`src/rtl/enemy_formation_if.sv`:
```
`default_nettype none
// ============================================================================
// Module : enemy_formation_if
// Control/shot inputs and packed enemy-row outputs of the formation controller.
// Rev    : 1.0
// ============================================================================
interface enemy_formation_if #(
  parameter int N_ENEMIES = 5,
  parameter int COORD_W   = 10
);
  logic                           pausa;
  logic                           move_tick;
  logic                           shot_active;
  logic [COORD_W-1:0]             shot_x;
  logic [COORD_W-1:0]             shot_y;
  logic [N_ENEMIES*COORD_W-1:0]   inimigo_x;
  logic [N_ENEMIES*COORD_W-1:0]   inimigo_y;
  logic [N_ENEMIES-1:0]           inimigo_vivo_array;
  logic                           hit_pulse;
  logic [3:0]                     hit_index;
  logic                           all_dead;
  logic                           reached_bottom;
  logic [7:0]                     wave;

  modport master (
    output pausa, move_tick, shot_active, shot_x, shot_y,
    input  inimigo_x, inimigo_y, inimigo_vivo_array, hit_pulse, hit_index,
           all_dead, reached_bottom, wave
  );

  modport slave (
    input  pausa, move_tick, shot_active, shot_x, shot_y,
    output inimigo_x, inimigo_y, inimigo_vivo_array, hit_pulse, hit_index,
           all_dead, reached_bottom, wave
  );
endinterface
`default_nettype wire

```
`src/rtl/enemy_formation.sv`:
```
`default_nettype none
// ============================================================================
// Module : enemy_formation
// Marches a rigid row of enemies, kills the slot hit by the ball, restarts waves.
// Rev    : 1.0
// ============================================================================
module enemy_formation #(
  parameter int N_ENEMIES = 5,
  parameter int COORD_W   = 10,
  parameter int SPACING   = 80,
  parameter int ENEMY_W   = 40,
  parameter int ENEMY_H   = 30,
  parameter int STEP_X    = 8,
  parameter int STEP_Y    = 20,
  parameter int X_MIN     = 0,
  parameter int X_MAX     = 640,
  parameter int Y_LIMIT   = 440,
  parameter int X0        = 40,
  parameter int Y0        = 40
) (
  input  wire              CLOCK_50,
  input  wire              reset,
  enemy_formation_if.slave bus
);
  localparam int XW = COORD_W + 2;

  typedef enum logic [1:0] {
    S_MARCH_R = 2'd0,
    S_MARCH_L = 2'd1,
    S_HALT    = 2'd2
  } state_t;

  state_t                r_state, w_state_nx;
  logic signed [XW-1:0]  r_base_x, w_base_x_nx;
  logic [XW-1:0]         r_base_y, w_base_y_nx;
  logic [N_ENEMIES-1:0]  r_alive, w_alive_nx, w_alive_after;
  logic [7:0]            r_wave, w_wave_nx;
  logic                  r_hit_pulse, w_hit_pulse_nx;
  logic [3:0]            r_hit_index, w_hit_index_nx;
  logic                  r_bottom, w_bottom_nx;

  logic [COORD_W-1:0]    w_slot_x [N_ENEMIES];
  logic [COORD_W-1:0]    w_slot_y;
  logic [N_ENEMIES-1:0]  w_hit_vec;
  logic [N_ENEMIES-1:0]  w_hit_onehot;
  logic [3:0]            w_hit_idx;
  logic [COORD_W-1:0]    w_xl, w_xr;
  logic                  w_active;
  logic                  w_descend;

  always_comb begin
    for (int i = 0; i < N_ENEMIES; i++) begin
      w_slot_x[i] = COORD_W'(r_base_x + XW'(i * SPACING));
    end
    w_slot_y = COORD_W'(r_base_y);
  end

  // Hits use the positions held in the registers, i.e. before any march step this cycle.
  always_comb begin
    w_hit_vec = '0;
    for (int i = 0; i < N_ENEMIES; i++) begin
      w_hit_vec[i] = bus.shot_active && r_alive[i]
                     && (int'(bus.shot_x) >= int'(w_slot_x[i]))
                     && (int'(bus.shot_x) <  int'(w_slot_x[i]) + ENEMY_W)
                     && (int'(bus.shot_y) >= int'(w_slot_y))
                     && (int'(bus.shot_y) <  int'(w_slot_y) + ENEMY_H);
    end
    w_hit_onehot = '0;
    w_hit_idx    = '0;
    for (int i = N_ENEMIES - 1; i >= 0; i--) begin
      if (w_hit_vec[i]) begin
        w_hit_onehot    = '0;
        w_hit_onehot[i] = 1'b1;
        w_hit_idx       = 4'(i);
      end
    end
  end

  // Row edges come from the mask after this cycle's kill.
  always_comb begin
    w_active      = !bus.pausa && (r_state != S_HALT);
    w_alive_after = w_active ? (r_alive & ~w_hit_onehot) : r_alive;
    w_xl          = '0;
    w_xr          = '0;
    for (int i = N_ENEMIES - 1; i >= 0; i--) begin
      if (w_alive_after[i]) w_xl = w_slot_x[i];
    end
    for (int i = 0; i < N_ENEMIES; i++) begin
      if (w_alive_after[i]) w_xr = w_slot_x[i];
    end
  end

  always_comb begin
    w_state_nx     = r_state;
    w_base_x_nx    = r_base_x;
    w_base_y_nx    = r_base_y;
    w_alive_nx     = r_alive;
    w_wave_nx      = r_wave;
    w_hit_pulse_nx = 1'b0;
    w_hit_index_nx = r_hit_index;
    w_bottom_nx    = r_bottom;
    w_descend      = 1'b0;
    if (w_active) begin
      w_alive_nx = w_alive_after;
      if (|w_hit_vec) begin
        w_hit_pulse_nx = 1'b1;
        w_hit_index_nx = w_hit_idx;
      end
      if (bus.move_tick) begin
        if (r_alive == '0) begin
          w_state_nx  = S_MARCH_R;
          w_base_x_nx = XW'(X0);
          w_base_y_nx = XW'(Y0);
          w_alive_nx  = '1;
          w_wave_nx   = (r_wave == 8'hFF) ? r_wave : r_wave + 8'd1;
        end else if (w_alive_after != '0) begin
          if (r_state == S_MARCH_R) begin
            if (int'(w_xr) + ENEMY_W + STEP_X > X_MAX) w_descend = 1'b1;
            else w_base_x_nx = r_base_x + XW'(STEP_X);
          end else begin
            if (int'(w_xl) < X_MIN + STEP_X) w_descend = 1'b1;
            else w_base_x_nx = r_base_x - XW'(STEP_X);
          end
          if (w_descend) begin
            w_base_y_nx = r_base_y + XW'(STEP_Y);
            if (int'(w_base_y_nx) + ENEMY_H >= Y_LIMIT) begin
              w_bottom_nx = 1'b1;
              w_state_nx  = S_HALT;
            end else begin
              w_state_nx = (r_state == S_MARCH_R) ? S_MARCH_L : S_MARCH_R;
            end
          end
        end
      end
    end
  end

  always_ff @(posedge CLOCK_50 or posedge reset) begin
    if (reset) r_state <= S_MARCH_R;
    else       r_state <= w_state_nx;
  end

  always_ff @(posedge CLOCK_50 or posedge reset) begin
    if (reset) begin
      r_base_x    <= XW'(X0);
      r_base_y    <= XW'(Y0);
      r_alive     <= '1;
      r_wave      <= '0;
      r_hit_pulse <= 1'b0;
      r_hit_index <= '0;
      r_bottom    <= 1'b0;
    end else begin
      r_base_x    <= w_base_x_nx;
      r_base_y    <= w_base_y_nx;
      r_alive     <= w_alive_nx;
      r_wave      <= w_wave_nx;
      r_hit_pulse <= w_hit_pulse_nx;
      r_hit_index <= w_hit_index_nx;
      r_bottom    <= w_bottom_nx;
    end
  end

  generate
    for (genvar g = 0; g < N_ENEMIES; g++) begin : g_slot_out
      assign bus.inimigo_x[g*COORD_W +: COORD_W] = r_alive[g] ? w_slot_x[g] : '0;
      assign bus.inimigo_y[g*COORD_W +: COORD_W] = r_alive[g] ? w_slot_y    : '0;
    end
  endgenerate

  assign bus.inimigo_vivo_array = r_alive;
  assign bus.hit_pulse          = r_hit_pulse;
  assign bus.hit_index          = r_hit_index;
  assign bus.all_dead           = (r_alive == '0);
  assign bus.reached_bottom     = r_bottom;
  assign bus.wave               = r_wave;

endmodule
`default_nettype wire
```
`src/flat_wrapper.sv`:
```
// flat-port wrapper written by rule: the top's interface ports become plain ports
module enemy_formation_flat 
#(
  parameter int N_ENEMIES = 5,
  parameter int COORD_W   = 10,
  parameter int SPACING   = 80,
  parameter int ENEMY_W   = 40,
  parameter int ENEMY_H   = 30,
  parameter int STEP_X    = 8,
  parameter int STEP_Y    = 20,
  parameter int X_MIN     = 0,
  parameter int X_MAX     = 640,
  parameter int Y_LIMIT   = 440,
  parameter int X0        = 40,
  parameter int Y0        = 40
)
  (CLOCK_50, reset, bus_pausa, bus_move_tick, bus_shot_active, bus_shot_x, bus_shot_y, bus_inimigo_x, bus_inimigo_y, bus_inimigo_vivo_array, bus_hit_pulse, bus_hit_index, bus_all_dead, bus_reached_bottom, bus_wave);
  enemy_formation_if #(.N_ENEMIES(N_ENEMIES), .COORD_W(COORD_W)) bus_i ();
  input  wire CLOCK_50;
  input  wire reset;
  input wire logic [$bits(bus_i.pausa)-1:0] bus_pausa;
  input wire logic [$bits(bus_i.move_tick)-1:0] bus_move_tick;
  input wire logic [$bits(bus_i.shot_active)-1:0] bus_shot_active;
  input wire logic [$bits(bus_i.shot_x)-1:0] bus_shot_x;
  input wire logic [$bits(bus_i.shot_y)-1:0] bus_shot_y;
  output wire logic [$bits(bus_i.inimigo_x)-1:0] bus_inimigo_x;
  output wire logic [$bits(bus_i.inimigo_y)-1:0] bus_inimigo_y;
  output wire logic [$bits(bus_i.inimigo_vivo_array)-1:0] bus_inimigo_vivo_array;
  output wire logic [$bits(bus_i.hit_pulse)-1:0] bus_hit_pulse;
  output wire logic [$bits(bus_i.hit_index)-1:0] bus_hit_index;
  output wire logic [$bits(bus_i.all_dead)-1:0] bus_all_dead;
  output wire logic [$bits(bus_i.reached_bottom)-1:0] bus_reached_bottom;
  output wire logic [$bits(bus_i.wave)-1:0] bus_wave;
  assign bus_i.pausa = bus_pausa;
  assign bus_i.move_tick = bus_move_tick;
  assign bus_i.shot_active = bus_shot_active;
  assign bus_i.shot_x = bus_shot_x;
  assign bus_i.shot_y = bus_shot_y;
  assign bus_inimigo_x = bus_i.inimigo_x;
  assign bus_inimigo_y = bus_i.inimigo_y;
  assign bus_inimigo_vivo_array = bus_i.inimigo_vivo_array;
  assign bus_hit_pulse = bus_i.hit_pulse;
  assign bus_hit_index = bus_i.hit_index;
  assign bus_all_dead = bus_i.all_dead;
  assign bus_reached_bottom = bus_i.reached_bottom;
  assign bus_wave = bus_i.wave;
  enemy_formation #(.N_ENEMIES(N_ENEMIES), .COORD_W(COORD_W), .SPACING(SPACING), .ENEMY_W(ENEMY_W), .ENEMY_H(ENEMY_H), .STEP_X(STEP_X), .STEP_Y(STEP_Y), .X_MIN(X_MIN), .X_MAX(X_MAX), .Y_LIMIT(Y_LIMIT), .X0(X0), .Y0(Y0)) u_core (.CLOCK_50(CLOCK_50), .reset(reset), .bus(bus_i));
endmodule
```
`config.mk`:
```
export PLATFORM = sky130hd
export DESIGN_NAME = enemy_formation_flat
export DESIGN_NICKNAME = d
export VERILOG_FILES = /design/src/rtl/enemy_formation_if.sv /design/src/rtl/enemy_formation.sv /design/src/flat_wrapper.sv
export SDC_FILE = /design/constraint.sdc
export NUM_CORES = 1
export LEC_CHECK = 0
export ABC_AREA = 1
export CORE_MARGIN = 3
export CORE_UTILIZATION = 51
export DETAILED_ROUTE_END_ITERATION = 16
export PLACE_DENSITY = 0.8
export SYNTH_ARGS = -nofsm -noshare
export SYNTH_HDL_FRONTEND = slang
export SYNTH_SLANG_ARGS = --single-unit
```
`constraint.sdc`:
```
create_clock -name CLOCK_50 -period 10.7 [get_ports CLOCK_50]
set_input_delay 2.14 -clock CLOCK_50 [delete_from_list [all_inputs] [get_ports CLOCK_50]]
set_output_delay 2.14 -clock CLOCK_50 [all_outputs]
set_load 0.03 [all_outputs]
```
==> reports/metrics.cfg <==
[run_status]
status = completed

[grt]
grt_usage_pct = 25.8
grt_max_degree = 38
grt_first_pass_wirelength_um = 30300
grt_overflow = 0
grt_antenna_before_repair = 0
grt_pass1_vias = 6240

[placement]
dp_hpwl_um = 14600
io_buffers = 115
place_congestion = 0.949

[detailed_routing]
drt_iter0_markers = 451
wl_per_cell_um = 14.6
drt_first_pass_iters = 5
viasPerCell = 5.14
drt_wl_total_um = 18800
drc = 0
antenna_left = 0
vias = 6648

[pwr]
power_density_mw_per_mm2 = 330
peakVddDrop_mv = 0.136
leakage_nw = 4.39
total_power_w = 0.00260

[floorplanning]
initial_core_util_pct = 52.5
rows = 41
num_io_pins = 145
fp.dieArea_sq_mm = 0.0144
core_sq_mm = 0.0127
die_y_um = 120
dieWidth_um = 120

[clock_tree]
hold_buffers = 0
path_clk_slew_ns = 0.06
cts-root-buf = clkbuf_16
cts.path.max_buffers = 2
postCtsSetupBuffers = 0
insertion_delay_ns = 0.28
clock_sinks = 37
cts_tree = yes
cts_inserted_buffers = 5
cts_resized = 0
htree_levels = 2

[worst_hold_path]
hp-class = reg2reg
whs_path_depth = 2

[sta]
setup_viol = 0
skew_ns = 0.00703
worstMarginPinSlew_ns = 0.836
tns_ns = 0
grt_setup_unrepaired = false
maxSlewViolCount = 0
holdWs_ns = 0.480
post-route-period-util_pct = 61.1
final.min_clock_period_ns = 6.54
hold_viol = 0
clock.fmax_mhz = 153
relSlewSlack_pct = 44.3

[layout]
fin_util_pct = 62.2
nets = 1244
antenna_cells = 0
drive_gt1_share_pct = 9.90
area_delta_synth_final_pct = 18.6

[critical_path]
worstPathArrival_ns = 6.70
required_ns = 10.86
slowest_delay_ns = 0.60
cpMostUsedCell = nand2_1
start_kind = primary input
crit_fanout = 22
reg2reg_depth = 31
criticalPathCategory = in2reg
endpoint_kind = flip-flop
slowest_stage = clkdlybuf4s50_1

[logic_synthesis]
yosysWarningCount = 0
ys_ff_latch = 37
syn_area_sq_mm = 0.00665
ys_types = 53
synth_edf_count = 0
syn_inst = 1026
yosysSeqAreaShare_pct = 14.1
ys.flop_type = dfrtp_1
async_flop_share_pct = 100
synth_area_per_cell_sq_um = 6.48

[run]
cap_viol_max_count = 0

==> critical path, delay by kind of cell <==
family                   cells  cell delay, ns
AO/OA/AOI/OAI                3            0.28
AND/OR/NAND/NOR             23            2.81
adder cells (fa/ha/maj)      2            0.64
buffers and inverters        4            0.83
==> state kept, by name, summed over array words and instances, names as in the netlist <==
name	count
u_core.r_base_y	10
u_core.r_base_x	7
u_core.bus.hit_index	3
u_core.r_state	2
u_core.bus.hit_pulse	1
u_core.bus.inimigo_vivo_array	5
u_core.bus.reached_bottom	1
u_core.bus.wave	8
==> cells in the mapped netlist (5+ instances only) <==
cell type / instances / area share, %
o21ai_1: 11 / 0.83
nand4_1: 18 / 1.7
o21ai_0: 14 / 1.1
nor2_1: 70 / 4.0
clkbuf_1: 10 / 0.56
o21ai_2: 12 / 1.6
nand2_2: 22 / 2.1
a21oi_1: 40 / 3.0
nand3_2: 8 / 1.2
xor2_1: 34 / 4.5
nand2_4: 6 / 1.0
nor2_2: 5 / 0.47
buf_4: 32 / 3.6
buf_6: 8 / 1.4
dfstp_2: 9 / 3.6
inv_1: 154 / 8.7
nor2_4: 5 / 0.85
nand3_1: 71 / 5.3
xnor2_1: 11 / 1.4
nand2_1: 277 / 16
ha_1: 98 / 18
dfrtp_1: 28 / 11
clkinv_1: 6 / 0.34
inv_2: 21 / 1.2
==> power by group <==
group	internal [W]	switching, W	leakage (nW)
combinational	0.000774	0.00133	3.85
clock	0.0000926	0.0000586	0.0768
sequential	0.000190	0.000153	0.458
==> logic make-up after synthesis <==
group | Yosys count | synth area share, %
AO/OA/AOI/OAI | 99 | 8.96
XOR/XNOR | 51 | 7.57
adder cells (fa/ha/maj) | 99 | 18.8
buffers and inverters | 239 | 16.4
flip-flops | 37 | 14.1
multiplexers | 1 | 0.169
other | 1 | 0.0564
AND/OR/NAND/NOR | 499 | 34.0
==> layout make-up <==
| cell class | instances | area (sq um) |
|---|---|---|
| Fill cell | 1202 | 4790 |
| Inverter | 184 | 698 |
| Clock buffer | 6 | 139 |
| Tap cell | 172 | 215 |
| Multi-Input combinational cell | 775 | 4710 |
| Timing Repair Buffer | 117 | 1170 |
| Clock inverter | 2 | 13.8 |
| Sequential cell | 37 | 937 |
==> routing by layer <==
metal | up-vias | part of all wire, % | global-route usage (%)
li1 | 3354 | - | -
met1 | 2987 | 43 | 33.8
met2 | 264 | 46 | 43.9
met3 | 43 | 7.4 | 3.06
met4 | 0 | 3.2 | 9.23
met5 | - | 0 | 0
==> stage by stage <==
| stage | std cells | worst slack, ns | instance area, sq um |
|---|---|---|---|
| CTS | 1293 | 4.23 | 7880 |
| detailed placement | 1285 | 3.98 | 7730 |
| floorplan | 1051 | 5.39 | 6740 |
| global route | 1293 | 3.76 | 7880 |
| global placement | 1285 | 4.04 | 7730 |
| finish | 1293 | 4.16 | 7880 |
==> final timing paths <==
kind	from	slack, ns	end
hold reg to reg	u_core.bus.hit_index[2]$_DFFE_PP0P_	0.48	u_core.bus.hit_index[2]$_DFFE_PP0P_
hold / removal	u_core.bus.hit_index[2]$_DFFE_PP0P_	0.48	u_core.bus.hit_index[2]$_DFFE_PP0P_
max in group asynchronous	reset	8.08	u_core.r_base_y[5]$_DFFE_PP1P_
setup / recovery	bus_shot_x[5]	4.16	u_core.r_base_y[6]$_DFFE_PP0P_
min in group asynchronous	reset	2.26	u_core.bus.hit_pulse$_DFF_PP0_
setup reg to reg	u_core.r_base_x[4]$_DFFE_PP0P_	4.85	u_core.r_base_y[6]$_DFFE_PP0P_
==> cell usage in the layout, fill, tap and decap left out, types with 2 or more instances in the layout <==
cell type and count:
a21o_1 4, a21oi_1 40, a31oi_1 2, and3_1 2, buf_4 2, clkbuf_16 5, clkdlybuf4s50_1 115, clkinv_1 6
conb_1 26, dfrtp_1 28, dfstp_2 9, ha_1 98, inv_1 154, inv_2 21, inv_4 3, nand2_1 277
nand2_2 22, nand2_4 6, nand3_1 71, nand3_2 8, nand3b_1 4, nand4_1 18, nor2_1 70, nor2_2 5
nor2_4 5, nor3_1 4, nor4_1 3, o211ai_1 4, o21a_1 2, o21ai_0 14, o21ai_1 11, o21ai_2 12
o22ai_1 2, o31ai_1 2, xnor2_1 11, xor2_1 34, xor2_2 4
Note: power is estimated with default switching activity, not from simulation.
